File: src/rtl/operand_fetch_pkg.sv
// Shared defines for the operand-fetch stage.
// Contents: datapath width (REG_BUS), all-zero word (ZERO_WORD),
// register-index width, register count, the default micro-op width,
// and a helper that decides whether a source operand really reads a register.
package operand_fetch_pkg;

  localparam int REG_BUS   = 32;
  localparam int REG_IDX_W = 5;
  localparam int NUM_REGS  = 32;
  localparam int UOP_W_DEF = 16;

  localparam logic [REG_BUS-1:0] ZERO_WORD = '0;

  typedef logic [REG_IDX_W-1:0] reg_idx_t;

  // r0 is hard-wired to zero, so it never participates in hazards or bypasses.
  function automatic logic src_active(input logic used, input reg_idx_t idx);
    return used && (idx != '0);
  endfunction

endpackage

File: src/rtl/operand_fetch_scoreboard.sv
// Pending-writer scoreboard: one busy bit per architectural register.
// Ports:
//   clk_i      clock
//   rst_ni     asynchronous active-low reset
//   set_i      mark set_idx_i as having a writer in flight
//   set_idx_i  index to mark
//   clr_i      a writer of clr_idx_i has reached writeback
//   clr_idx_i  index to clear
//   flush_i    clear every busy bit
//   busy_o     busy vector; bit 0 is always 0
module operand_fetch_scoreboard
  import operand_fetch_pkg::*;
(
  input  logic                clk_i,
  input  logic                rst_ni,
  input  logic                set_i,
  input  reg_idx_t            set_idx_i,
  input  logic                clr_i,
  input  reg_idx_t            clr_idx_i,
  input  logic                flush_i,
  output logic [NUM_REGS-1:0] busy_o
);

  logic [NUM_REGS-1:0] busy_q;
  logic [NUM_REGS-1:0] busy_d;

  // The set is applied after the clear: a writer issuing in the same cycle
  // its predecessor retires must keep the register marked busy.
  always_comb begin
    busy_d = busy_q;
    if (clr_i) begin
      busy_d[clr_idx_i] = 1'b0;
    end
    if (set_i) begin
      busy_d[set_idx_i] = 1'b1;
    end
    if (flush_i) begin
      busy_d = '0;
    end
    busy_d[0] = 1'b0;
  end

  always_ff @(posedge clk_i or negedge rst_ni) begin
    if (!rst_ni) begin
      busy_q <= '0;
    end else begin
      busy_q <= busy_d;
    end
  end

  assign busy_o = busy_q;

endmodule

File: src/rtl/operand_fetch.sv
// Operand-read stage between decode and execute.
// Drives the register-file read ports, applies EX and writeback bypasses,
// stalls on RAW/WAW hazards via a pending-writer scoreboard, and holds the
// resolved operands in a single valid/ready output register.
// Ports:
//   clk, rst (async, active-low)
//   in_*        decoded instruction from the decoder (valid/ready)
//   rf_r_*      register-file read ports (combinational data return)
//   ex_fwd_*    final result available in EX this cycle
//   wb_*        writeback port (also writes the register file)
//   flush       kill the held instruction and clear the scoreboard
//   out_*       resolved instruction towards EX (valid/ready)
module operand_fetch
  import operand_fetch_pkg::*;
#(
  parameter int REG_W = REG_BUS,
  parameter int UOP_W = UOP_W_DEF
) (
  input  logic             clk,
  input  logic             rst,
  input  logic             in_valid,
  output logic             in_ready,
  input  logic [4:0]       in_rs1,
  input  logic [4:0]       in_rs2,
  input  logic             in_rs1_use,
  input  logic             in_rs2_use,
  input  logic [4:0]       in_rd,
  input  logic             in_rd_we,
  input  logic [UOP_W-1:0] in_uop,
  output logic [4:0]       rf_r_addr1,
  output logic [4:0]       rf_r_addr2,
  output logic             rf_r_ena1,
  output logic             rf_r_ena2,
  input  logic [REG_W-1:0] rf_r_data1,
  input  logic [REG_W-1:0] rf_r_data2,
  input  logic             ex_fwd_valid,
  input  logic [4:0]       ex_fwd_addr,
  input  logic [REG_W-1:0] ex_fwd_data,
  input  logic             wb_we,
  input  logic [4:0]       wb_addr,
  input  logic [REG_W-1:0] wb_data,
  input  logic             flush,
  output logic             out_valid,
  input  logic             out_ready,
  output logic [REG_W-1:0] out_op1,
  output logic [REG_W-1:0] out_op2,
  output logic [4:0]       out_rd,
  output logic             out_rd_we,
  output logic [UOP_W-1:0] out_uop
);

  logic [NUM_REGS-1:0] pend;

  logic             src1_act;
  logic             src2_act;
  logic             ex_hit1;
  logic             ex_hit2;
  logic             wb_hit1;
  logic             wb_hit2;
  logic             raw1;
  logic             raw2;
  logic             waw;
  logic             hazard;
  logic             adv;
  logic             acc;
  logic             sb_set;
  logic             sb_clr;
  logic [REG_W-1:0] op1_d;
  logic [REG_W-1:0] op2_d;

  logic             out_valid_q;
  logic             out_valid_d;
  logic [REG_W-1:0] op1_q;
  logic [REG_W-1:0] op2_q;
  logic [4:0]       rd_q;
  logic             rd_we_q;
  logic [UOP_W-1:0] uop_q;

  // Bypass priority: EX result is younger than the writeback value, which in
  // turn is younger than the register file (written only at the clock edge).
  function automatic logic [REG_W-1:0] resolve(
    input logic             active,
    input logic             ex_hit,
    input logic             wb_hit,
    input logic [REG_W-1:0] ex_val,
    input logic [REG_W-1:0] wb_val,
    input logic [REG_W-1:0] rf_val
  );
    if (!active) return REG_W'(ZERO_WORD);
    if (ex_hit)  return ex_val;
    if (wb_hit)  return wb_val;
    return rf_val;
  endfunction

  assign rf_r_addr1 = in_rs1;
  assign rf_r_addr2 = in_rs2;
  assign rf_r_ena1  = in_valid & in_rs1_use;
  assign rf_r_ena2  = in_valid & in_rs2_use;

  assign src1_act = src_active(in_rs1_use, in_rs1);
  assign src2_act = src_active(in_rs2_use, in_rs2);
  assign ex_hit1  = ex_fwd_valid && (ex_fwd_addr == in_rs1);
  assign ex_hit2  = ex_fwd_valid && (ex_fwd_addr == in_rs2);
  assign wb_hit1  = wb_we && (wb_addr == in_rs1);
  assign wb_hit2  = wb_we && (wb_addr == in_rs2);

  assign op1_d = resolve(src1_act, ex_hit1, wb_hit1, ex_fwd_data, wb_data, rf_r_data1);
  assign op2_d = resolve(src2_act, ex_hit2, wb_hit2, ex_fwd_data, wb_data, rf_r_data2);

  // A pending source is fine as long as its value is visible on a bypass now.
  assign raw1 = src1_act && pend[in_rs1] && !ex_hit1 && !wb_hit1;
  assign raw2 = src2_act && pend[in_rs2] && !ex_hit2 && !wb_hit2;
  // The older writer retiring this cycle frees the slot for the new one.
  assign waw  = in_rd_we && (in_rd != '0) && pend[in_rd] &&
                !(wb_we && (wb_addr == in_rd));
  assign hazard = raw1 | raw2 | waw;

  assign adv      = !out_valid_q | out_ready;
  // rst gates in_ready so nothing is accepted while reset is held.
  assign in_ready = rst & adv & !hazard & !flush;
  assign acc      = in_valid & in_ready;

  assign sb_set = acc && in_rd_we && (in_rd != '0);
  assign sb_clr = wb_we && (wb_addr != '0);

  operand_fetch_scoreboard u_sb (
    .clk_i     (clk),
    .rst_ni    (rst),
    .set_i     (sb_set),
    .set_idx_i (in_rd),
    .clr_i     (sb_clr),
    .clr_idx_i (wb_addr),
    .flush_i   (flush),
    .busy_o    (pend)
  );

  always_comb begin
    out_valid_d = out_valid_q;
    if (flush) begin
      out_valid_d = 1'b0;
    end else if (acc) begin
      out_valid_d = 1'b1;
    end else if (out_ready) begin
      out_valid_d = 1'b0;
    end
  end

  always_ff @(posedge clk or negedge rst) begin
    if (!rst) begin
      out_valid_q <= 1'b0;
      op1_q       <= '0;
      op2_q       <= '0;
      rd_q        <= '0;
      rd_we_q     <= 1'b0;
      uop_q       <= '0;
    end else begin
      out_valid_q <= out_valid_d;
      if (acc) begin
        op1_q   <= op1_d;
        op2_q   <= op2_d;
        rd_q    <= in_rd;
        rd_we_q <= in_rd_we;
        uop_q   <= in_uop;
      end
    end
  end

  assign out_valid = out_valid_q;
  assign out_op1   = op1_q;
  assign out_op2   = op2_q;
  assign out_rd    = rd_q;
  assign out_rd_we = rd_we_q;
  assign out_uop   = uop_q;

endmodule

File: config.mk
export PLATFORM = sky130hd
export DESIGN_NAME = operand_fetch
export DESIGN_NICKNAME = d
export VERILOG_FILES = /design/src/rtl/operand_fetch_pkg.sv /design/src/rtl/operand_fetch_scoreboard.sv /design/src/rtl/operand_fetch.sv
export SDC_FILE = /design/constraint.sdc
export NUM_CORES = 1
export LEC_CHECK = 0
export ABC_AREA = 1
export BUFFER_PORTS_ARGS = -buffer_cell sky130_fd_sc_hd__buf_2
export CAP_MARGIN = 20
export CORE_ASPECT_RATIO = 0.5
export CORE_MARGIN = 2
export CORE_UTILIZATION = 35
export DETAILED_ROUTE_END_ITERATION = 10
export GPL_TIMING_DRIVEN = 0
export SETUP_SLACK_MARGIN = 0.3
export SYNTH_ARGS = -nofsm -noshare
export SYNTH_HDL_FRONTEND = slang
export SYNTH_HIERARCHICAL = 1
export SYNTH_SLANG_ARGS = --single-unit
File: constraint.sdc
create_clock -name clk -period 6.6 [get_ports clk]
set_input_delay 0.33 -clock clk [delete_from_list [all_inputs] [get_ports clk]]
set_output_delay 0.33 -clock clk [all_outputs]
set_load 0.005 [all_outputs]
==> results.sh <==
export IMPL_cts_hold_repair_buffers=1
export IMPL_grt_max_degree=86
export IMPL_drt_iter0_drc=1013
export IMPL_slew_viol_final=0
export IMPL_synth_nets=1513
export IMPL_rows=40
export IMPL_slew_headroom_pct=52.4
export IMPL_layout_nets=1809
export IMPL_grt_usage_pct=27.6
export IMPL_antenna_found_initial=3
export IMPL_fin_cells=1961
export IMPL_crit_type="input pin to flip-flop"
export IMPL_worst_path_max_fanout=85
export IMPL_met1_usage_pct=35.5
export IMPL_busiest_layer="met2"
export IMPL_use_met2_pct=48.3
export IMPL_tightestPinTransition_ns=0.712
export IMPL_vias_per_cell=5.24
export IMPL_min_path_type="input pin to flip-flop"
export IMPL_fillers=2526
export IMPL_finalCriticalPeriod_ns=3.80
export IMPL_fmax_ghz=0.263
export IMPL_cts_resized_gates=0
export IMPL_placed_area_um2=10200
export IMPL_yosysTopAreaCell="dfrtp_1"
export IMPL_ant_nets=0
export IMPL_synth_edff_count=0
export IMPL_syn_cell_area_um2=8430
export IMPL_leakage_nw=5.96
export IMPL_power_density_nw_per_um2=225
export IMPL_core_um2=23800
export IMPL_hold_path_depth=4
export IMPL_ys_seq_area_share_pct=35.0
export IMPL_areaGrowthSynthToFinish_pct=28.3
export IMPL_crit_arrival_ns=4.13
export IMPL_finalHoldViolations=0
export IMPL_maxCapViolCount=0
export IMPL_cts_buffer_depth=2
export IMPL_post_cts_setup_buffer_count=0
export IMPL_ys_types=33
export IMPL_routed_wirelength_um=34900
export IMPL_drive_gt1_share_pct=23.4
export IMPL_wl_per_cell_um=17.8
export IMPL_gp_congestion=0.995
export IMPL_reg2reg_slack_ns=3.39
export IMPL_worstPathRequired_ns=6.93
export IMPL_dp_hpwl_um=26800
export IMPL_tns_ns=0
export IMPL_setup_ws_ns=2.80
export IMPL_cts_root_buf="clkbuf_16"
export IMPL_grt_util_met3_pct=4.25
export IMPL_dr_pass1_iters=6
export IMPL_seq_area_um2=2950
export IMPL_rsz0062_at_grt="false"
export IMPL_start_kind="input pin"
export IMPL_die_w_um=223
export IMPL_status="finished clean"
export IMPL_netlist_top_cells_count="477 x nand2_1, 147 x inv_1, 144 x o21ai_0, 118 x dfrtp_1, 90 x nand4_1"
export IMPL_post_synth_top_count_cell="nand2_1"
export IMPL_grt_pass1_vias=10000
export IMPL_vdd_drop_max_mv=0.168
export IMPL_fin_util_pct=45.4
export IMPL_io_pins=279
export IMPL_synth_seq_cells=118
export IMPL_cts_max_level=4
export IMPL_dp_cells=1925
export IMPL_synth_cells=1334
export IMPL_initial_core_util_pct=35.4
export IMPL_die_y_um=114
export IMPL_worstReg2RegEnd="u_sb/busy_o[20]$_DFF_PN0_"
export IMPL_synth_area_leaders="dfrtp_1 35%, nand2_1 21%, o21ai_0 8.5%, nand4_1 6.7%, inv_1 6.5%"
export IMPL_die_area_um2=25400
export IMPL_cts_tree="done"
export IMPL_clock_latency_ns=0.42
export IMPL_numClockSinks=118
export IMPL_cts_buffers=17
export IMPL_min_to="out_valid$_DFFE_PN0P_"
export IMPL_setup_violations=0
export IMPL_final_area_um2=10800
export IMPL_multi_input_area_um2=4410
export IMPL_drc_errors=0
export IMPL_fin_skew_ns=0.00900
export IMPL_worst_r2r_startpoint="u_sb/busy_o[11]$_DFF_PN0_"
export IMPL_r2r_cells=15
export IMPL_synthArstFlopShare_pct=100
export IMPL_grt_overflow=0
export IMPL_min_from="out_ready"
export IMPL_yosysWarnings=6
export IMPL_num_vias=10300
export IMPL_synth_main_ff_cell="dfrtp_1"
export IMPL_grt_pass1_wl_um=54300
export IMPL_netlist_area_leader_share_pct=35.0
export IMPL_cp_end_kind="flip-flop"
export IMPL_postSynthAreaPerCell_um2=6.32
export IMPL_pre_cts_slack_ns=2.89
export IMPL_period_share_pct=57.6
export IMPL_cts_clk_slew_worst_paths_ns=0.05
export IMPL_io_buffers=275
-- how the worst max path moves through the flow --
| stage | from | end | depth (start not counted) |
|---|---|---|---|
| finish | rst | u_sb/busy_o[20]$_DFF_PN0_ | 14 |
| global route | rst | u_sb/busy_o[28]$_DFF_PN0_ | 14 |
| CTS | rst | u_sb/busy_o[20]$_DFF_PN0_ | 14 |
| detailed placement | rst | u_sb/busy_o[28]$_DFF_PN0_ | 13 |
| global placement | rst | u_sb/busy_o[4]$_DFF_PN0_ | 12 |
| floorplan | in_rs1[0] | u_sb/busy_o[12]$_DFF_PN0_ | 20 |
-- stage by stage --
step	hold slack (ns)	total power, mW
2_1_floorplan	0.0344	1.20
3_3_place_gp	0.452	1.53
3_5_place_dp	0.250	1.54
4_1_cts	0.149	2.45
5_1_grt	0.153	2.57
6_report	0.161	2.43
-- sequential cells by signal, summed over array words and instances (netlist names) --
signal / count
out_uop: 16
out_rd: 5
u_sb/busy_o: 31
out_op1: 32
out_valid: 1
out_op2: 32
out_rd_we: 1
-- worst max-delay path, cell delays in order --
cell and delay [ns]:
dlygate4sd3_1 0.54, buf_6 0.32, buf_16 0.38, nor3b_1 0.38, nand2_1 0.15, nor2_4 0.25, nand3_2 0.25, buf_4 0.28
buf_6 0.16, nor2_1 0.13, inv_1 0.11, nor3_2 0.48, nand2_1 0.10, a21oi_1 0.18
-- power by group --
part / leakage (nW) / total (mW) / switching (mW) / internal, mW
Clock: 0.278 / 0.902 / 0.370 / 0.532
Combinational: 4.11 / 0.608 / 0.368 / 0.240
Sequential: 1.57 / 0.923 / 0.0742 / 0.849
Total: 5.96 / 2.43 / 0.812 / 1.62
-- layer usage --
metal,share of wire [%],vias up,routed length [µm]
met5,0,-,0
met4,1.9,0,657
met3,6.2,48,2180
met2,49,438,17200
met1,43,4883,14800
li1,-,4897,-
-- cell type report --
class	instances	share of cell area (%)
timing repair buffer	277	13.1
tap	315	3.64
clock buffer	19	4.09
inverter	162	5.62
buffer	97	4.28
antenna	3	0.0694
multi-input combinational	957	40.7
clock inverter	13	1.13
sequential	118	27.3
-- cells in the final DEF, fill, tap and decap left out, types with 2 or more instances in the layout --
master     instances
nand2_2            2
inv_6              3
dfrtp_1          118
nor3_1             2
nand3_1           67
nor2_2             4
o21ai_0          144
buf_1             11
o21ai_1           13
xnor2_1            5
inv_2             15
o211ai_1          11
buf_2            302
buf_6              3
diode_2            3
nor2_1            49
nor2_4             4
clkbuf_1          44
inv_1            147
a21boi_0           3
buf_4             13
nand2_1          477
nor3_2             6
nand4_1           90
clkbuf_16         17
clkinv_4           5
clkinv_2           3
a21oi_1           70
-- cell families (layout without fill, tap and decap cells) --
family,count (synthesis),in the layout,synth area share [%]
DFF,118,118,35.0
and+or+nand+nor,708,708,36.8
other,1,4,0.0445
xor gates and xnor gates,6,6,0.623
AOI/OAI and AO/OA,242,242,14.8
buffers and inverters,259,568,12.7
Note: power is estimated with default switching activity, not from simulation.
